`src/rtl/cnn_seq_ctrl.sv`:
```
// Frame sequencer for the two-layer CNN datapath: streams the image, tracks layer progress, latches the class.
// Define CNN_SEQ_WATCHDOG_EN to add a DRAIN-phase stall watchdog (limit TMO cycles).
module cnn_seq_ctrl #(
  parameter int IX  = 28,
  parameter int IY  = 28,
  parameter int K   = 5,
  parameter int TMO = 4096
) (
  input  logic                         clk,
  input  logic                         reset_n,
  input  logic                         i_start,
  input  logic                         i_abort,
  output logic                         o_busy,
  output logic                         o_img_rd,
  output logic [$clog2(IX*IY)-1:0]     o_img_addr,
  input  logic [7:0]                   i_img_data,
  output logic                         o_pix_valid,
  output logic [7:0]                   o_pix,
  input  logic                         i_conv1_valid,
  input  logic                         i_pool1_valid,
  input  logic                         i_conv2_valid,
  input  logic                         i_cls_valid,
  input  logic [7:0]                   i_cls_alpha,
  output logic                         o_done,
  output logic [7:0]                   o_alpha,
  output logic                         o_err
);

  localparam int NPIX = IX * IY;
  localparam int AW   = $clog2(NPIX);
  localparam int C1   = (IX - K + 1) * (IY - K + 1);
  localparam int P1   = C1 / 4;
  localparam int C2S  = (IX - K + 1) / 2 - K + 1;
  localparam int C2   = C2S * C2S;
  // One spare bit so a runaway datapath saturates well above any expected count.
  localparam int CW   = $clog2(C1 + 1) + 1;

  localparam logic [AW-1:0] LAST_ADDR = AW'(NPIX - 1);
  localparam logic [CW-1:0] C1_V      = CW'(C1);
  localparam logic [CW-1:0] P1_V      = CW'(P1);
  localparam logic [CW-1:0] C2_V      = CW'(C2);

  localparam logic [2:0] S_IDLE   = 3'd0;
  localparam logic [2:0] S_STREAM = 3'd1;
  localparam logic [2:0] S_DRAIN  = 3'd2;
  localparam logic [2:0] S_DONE   = 3'd3;
  localparam logic [2:0] S_ERR    = 3'd4;

  logic [2:0]    state_q, state_d;
  logic [AW-1:0] addr_q, addr_d;
  logic [CW-1:0] c1_q, c1_d, p1_q, p1_d, c2_q, c2_d;
  logic          pix_valid_q, pix_valid_d;
  logic          err_q, err_d;
  logic [7:0]    alpha_q, alpha_d;
  logic          cnt_clr;
  logic          counts_ok;
  logic          wd_expire;

  function automatic logic [CW-1:0] sat_inc(input logic [CW-1:0] v, input logic en);
    return (en && (v != {CW{1'b1}})) ? v + CW'(1) : v;
  endfunction

  assign counts_ok = (c1_q == C1_V) && (p1_q == P1_V) && (c2_q == C2_V);

`ifdef CNN_SEQ_WATCHDOG_EN
  localparam int WW = $clog2(TMO + 1);
  logic [WW-1:0] wd_q, wd_d;
  logic          progress;

  assign progress = i_conv1_valid | i_pool1_valid | i_conv2_valid;

  // Counter is zero on DRAIN entry because it is held clear outside DRAIN.
  always_comb begin
    wd_d      = '0;
    wd_expire = 1'b0;
    if (state_q == S_DRAIN && !progress) begin
      if (wd_q == WW'(TMO - 1)) wd_expire = 1'b1;
      else                      wd_d      = wd_q + WW'(1);
    end
  end

  always_ff @(posedge clk or negedge reset_n) begin
    if (!reset_n) wd_q <= '0;
    else          wd_q <= wd_d;
  end
`else
  // TMO only has meaning when the watchdog is built in.
  assign wd_expire = 1'b0 && (TMO != 0);
`endif

  always_comb begin
    state_d = state_q;
    addr_d  = addr_q;
    err_d   = err_q;
    alpha_d = alpha_q;
    cnt_clr = 1'b0;
    case (state_q)
      S_IDLE: begin
        if (i_start) begin
          state_d = S_STREAM;
          addr_d  = '0;
          err_d   = 1'b0;
          cnt_clr = 1'b1;
        end
      end
      S_STREAM: begin
        if (i_abort) begin
          state_d = S_IDLE;
          addr_d  = '0;
        end else if (i_cls_valid) begin
          state_d = S_ERR;
          addr_d  = '0;
          alpha_d = i_cls_alpha;
          err_d   = 1'b1;
        end else if (addr_q == LAST_ADDR) begin
          state_d = S_DRAIN;
          addr_d  = '0;
        end else begin
          addr_d = addr_q + AW'(1);
        end
      end
      S_DRAIN: begin
        if (i_abort) begin
          state_d = S_IDLE;
        end else if (i_cls_valid) begin
          alpha_d = i_cls_alpha;
          if (counts_ok) begin
            state_d = S_DONE;
          end else begin
            state_d = S_ERR;
            err_d   = 1'b1;
          end
        end else if (wd_expire) begin
          state_d = S_ERR;
          err_d   = 1'b1;
        end
      end
      S_DONE:  state_d = S_IDLE;
      S_ERR:   state_d = S_IDLE;
      default: state_d = S_IDLE;
    endcase
  end

  always_comb begin
    c1_d = '0;
    p1_d = '0;
    c2_d = '0;
    if (!cnt_clr) begin
      c1_d = sat_inc(c1_q, (state_q != S_IDLE) && i_conv1_valid);
      p1_d = sat_inc(p1_q, (state_q != S_IDLE) && i_pool1_valid);
      c2_d = sat_inc(c2_q, (state_q != S_IDLE) && i_conv2_valid);
    end
  end

  // An abort suppresses the pixel strobe for the read issued in the same cycle.
  assign pix_valid_d = o_img_rd & ~i_abort;

  always_ff @(posedge clk or negedge reset_n) begin
    if (!reset_n) begin
      state_q     <= S_IDLE;
      addr_q      <= '0;
      c1_q        <= '0;
      p1_q        <= '0;
      c2_q        <= '0;
      pix_valid_q <= 1'b0;
      err_q       <= 1'b0;
      alpha_q     <= 8'h00;
    end else begin
      state_q     <= state_d;
      addr_q      <= addr_d;
      c1_q        <= c1_d;
      p1_q        <= p1_d;
      c2_q        <= c2_d;
      pix_valid_q <= pix_valid_d;
      err_q       <= err_d;
      alpha_q     <= alpha_d;
    end
  end

  assign o_img_rd    = (state_q == S_STREAM);
  assign o_img_addr  = addr_q;
  assign o_busy      = (state_q == S_STREAM) || (state_q == S_DRAIN);
  assign o_done      = (state_q == S_DONE);
  assign o_err       = err_q;
  assign o_alpha     = alpha_q;
  assign o_pix_valid = pix_valid_q;
  // Read data lands the cycle after the strobe, aligned with the delayed valid.
  assign o_pix       = pix_valid_q ? i_img_data : 8'h00;

endmodule

```
`config.mk`:
```
export PLATFORM = sky130hd
export DESIGN_NAME = cnn_seq_ctrl
export DESIGN_NICKNAME = d
export VERILOG_FILES = /design/src/rtl/cnn_seq_ctrl.sv
export SDC_FILE = /design/constraint.sdc
export NUM_CORES = 1
export LEC_CHECK = 0
export BUFFER_PORTS_ARGS = -buffer_cell sky130_fd_sc_hd__buf_2
export CAP_MARGIN = 20
export CORE_MARGIN = 5
export CORE_UTILIZATION = 50
export DETAILED_ROUTE_END_ITERATION = 16
export GPL_TIMING_DRIVEN = 0
export PLACE_DENSITY = 0.8
export SLEW_MARGIN = 20
export SYNTH_ARGS = -nofsm -noshare
export SYNTH_HDL_FRONTEND = slang
export SYNTH_SLANG_ARGS = --single-unit
```
`constraint.sdc`:
```
create_clock -name clk -period 1.89 [get_ports clk]
set_input_delay 0.378 -clock clk [delete_from_list [all_inputs] [get_ports clk]]
set_output_delay 0.378 -clock clk [all_outputs]
set_load 0.02 [all_outputs]
```
==> results_dict.tcl <==
set metrics [dict create \
    status "complete, but fails checks" \
    violations "setup timing" \
    multi_input_area_um2 1730 \
    routed_wl_um 7710 \
    hold_violations 0 \
    avgViaCountPerCell 6.13 \
    ys_top_cells_by_area "dfrtp_1 (45%), nand3_1 (3.2%), nand2_1 (3.0%)" \
    path_cells "o31ai_2 -> or4_4 -> or4_1 -> a21oi_1" \
    hold_buffers 0 \
    synth_most_common_cell "dfrtp_1" \
    seq_area_um2 1410 \
    clk_latency_ns 0.31 \
    core-area_um2 5960 \
    p_int_mw 2.35 \
    stdcell_area_um2 3760 \
    htree_levels 2 \
    die-area_um2 7840 \
    critPathArrivalTime_ns 2.15 \
    die_x_um 88.6 \
    clk_path_buf_depth 2 \
    power.density_nw_per_um2 1040 \
    fin_tns_setup_ns -0.0136 \
    placed_cell_area_um2 3460 \
    skew_ns 0.0148 \
    start_util_pct 51.8 \
    drive_gt1_share_pct 28.1 \
    synthArstFlopShare_pct 100 \
    cellLeakagePower_nw 1.69 \
    netlist_instances 322 \
    cp-startpoint "state_q[0]" \
    critPathCaptureType "register" \
    die_y_um 88.6 \
    setup_viol 1 \
    grt_pass1_wl_um 12400 \
    power_frac_comb_pct 43.1 \
    clkSinkCount 56 \
    overflow 0 \
    area_growth_syn_to_layout_pct 21.8 \
    synthFlopType "dfrtp_1" \
    worstPathRequired_ns 2.13 \
    drc 0 \
    clk_pin_slew_worst_paths_ns 0.11 \
    synth_edf_count 0 \
    slowest_delay_ns 0.59 \
    yosys.area.top_type_share_pct 45.4 \
    wl_per_cell_um 16.5 \
    synth_area_leader_cell "dfrtp_1" \
    io_pins 55 \
    path_delay_family "simple AND/OR/NAND/NOR gates" \
    fin_crit_ns 1.90 \
    grtUsageTotal_pct 20.1 \
    antenna_found_initial 0 \
    first_global_vias 2670 \
    fillers 473 \
    r2r-start "state_q[0]" \
    tightest_slew_ns 0.712 \
    worst-path-max-fanout 7 \
    place.gp.congestion 0.853 \
    num_rows 28 \
    rsz0062_at_grt "true" \
    drv_cap 0 \
    nNetsFinal 421 \
    synth-seq-cells 56 \
    grt_max_degree 57 \
    power_frac_clock_pct 17.1 \
    yosysSeqAreaShare_pct 45.4 \
    vdd_ir_drop_max_v 0.000787 \
    p_seq_share_pct 39.8 \
    cts_root_buf "clkbuf_8" \
    cp_slowest_cell "or4_4" \
    numPortBuffers 54 \
    power.net_switching_mw 1.55 \
    r2r_slack_ns -0.01 \
    yosysWarnings 0 \
    fmax_mhz 525 \
    syn-cell-area_um2 3090 \
    slew_headroom_pct 52.5 \
    criticalPathCategory "reg2reg" \
    insertedDiodeCount 0 \
    synth_fp_nets 353 \
    ant_nets 0 \
    syn_avg_cell_area_um2 9.59 \
    critPathLaunchType "register" \
    place_hpwl_um 5440 \
    p_sw_share_pct 39.7 \
    holdWs_ns 0.107 \
    finalCritPeriodShare_pct 101 \
    drv_slew 0 \
    cts_buffers 5 \
    hp-class "in2async" \
    finalPower_mw 3.90 \
    fin_ws_ns -0.0136 \
    num_vias 2857 \
    first_pass_iters 4 \
    first_iter_violations 179 \
    cts_tree "yes" \
    synth_common_cells "dfrtp_1 (56), nand2_1 (25), nand3_1 (20), nor2_1 (20)" \
    path_buf_inv 0 \
    synthDistinctLibCells 51 \
]
==> power by group through the flow <==
stage          Combinational [mW]  Clock (mW)  Sequential, mW
5_1_grt                      1.83       0.717            1.59
2_1_floorplan               0.802           0            1.69
3_3_place_gp                 1.36           0            1.55
4_1_cts                      1.49       0.674            1.55
3_5_place_dp                 1.41           0            1.57
6_report                     1.68       0.667            1.55
==> path summary, 6_finish.rpt <==
path / to / depth (start not counted)
max in group asynchronous: state_q[0] / 1
setup / recovery: c1_q[9] / 4
hold / removal: c1_q[9] / 1
setup reg to reg: c1_q[9] / 4
min in group clk: o_alpha[0] / 2
hold reg to reg: o_alpha[0] / 1
==> worst register-to-register path, cell delays in order, from the launching register on <==
cell	delay, ns
dfrtp_2	0.45
o31ai_2	0.15
or4_4	0.59
or4_1	0.49
a21oi_1	0.15
==> per-layer routing <==
layer / wire length (um) / GRT usage (%)
met1: 3180 / 27.1
met4: 149 / 6.18
met2: 3810 / 32.8
met5: 0 / 0
met3: 572 / 3.72
==> timing repair <==
item                                    in CTS  in global routing
pin swaps                                    0                  9
setup buffers                                1                  7
endpoints found under the hold margin        0                  0
resized for setup                           15                 25
endpoints found under the setup margin      55                 35
==> registers in the layout, indices dropped and copies added, names as in the netlist <==
signal,count
o_err,1
o_alpha,8
state_q,3
c2_q,11
o_pix_valid,1
o_img_addr,10
p1_q,11
c1_q,11
==> area by class of cell <==
type / instances / share of cell area [%]
Multi-Input combinational cell: 242 / 46.1
Tap cell: 75 / 2.50
Timing Repair Buffer: 62 / 8.92
Buffer: 7 / 1.16
Clock inverter: 3 / 0.499
Clock buffer: 5 / 1.83
Sequential cell: 56 / 37.4
Inverter: 16 / 1.60
==> cell families (layout without fill, tap and decap cells) <==
family | count (synthesis) | in the layout | share of synthesized area, %
AO/OA/AOI/OAI | 66 | 66 | 14.3
XOR/XNOR | 7 | 7 | 1.99
adder cells (fa/ha/maj) | 7 | 7 | 2.84
buffers and inverters | 24 | 93 | 3.04
flip-flops | 56 | 56 | 45.4
multiplexers | 17 | 17 | 5.84
AND/OR/NAND/NOR | 145 | 145 | 26.6
==> cell usage in the layout, fill, tap and decap left out, types with 3 or more instances in the layout <==
master,synthesis,routed
nand3_1,20,20
o311ai_0,3,3
nand4_1,13,13
nand2b_1,3,3
nor4_1,5,5
and4_1,5,5
o31a_1,3,3
a21oi_1,15,15
o22ai_1,3,3
ha_1,7,6
or4_1,5,3
nor4b_2,0,3
or3_1,6,6
and3_1,10,10
dfrtp_1,56,53
a31oi_1,9,8
dfrtp_2,0,3
o31ai_1,8,6
inv_1,15,13
xnor2_1,7,6
clkbuf_8,0,5
nand2_1,25,24
and2_1,10,10
buf_2,3,52
nor3_1,6,6
mux2_2,8,8
mux2i_1,9,9
o21ai_0,10,10
nor2_1,20,19
inv_2,1,3
buf_4,0,14
==> per-stage QoR <==
step,util [%],setup WS (ns),instances
6_report,63.1,-0.0136,466
5_1_grt,63.1,-0.0703,466
4_1_cts,60.7,-0.107,459
3_5_place_dp,58.1,-0.559,451
3_3_place_gp,58.0,-0.464,451
2_1_floorplan,-,0.0801,322
Note: power is estimated with default switching activity, not from simulation.
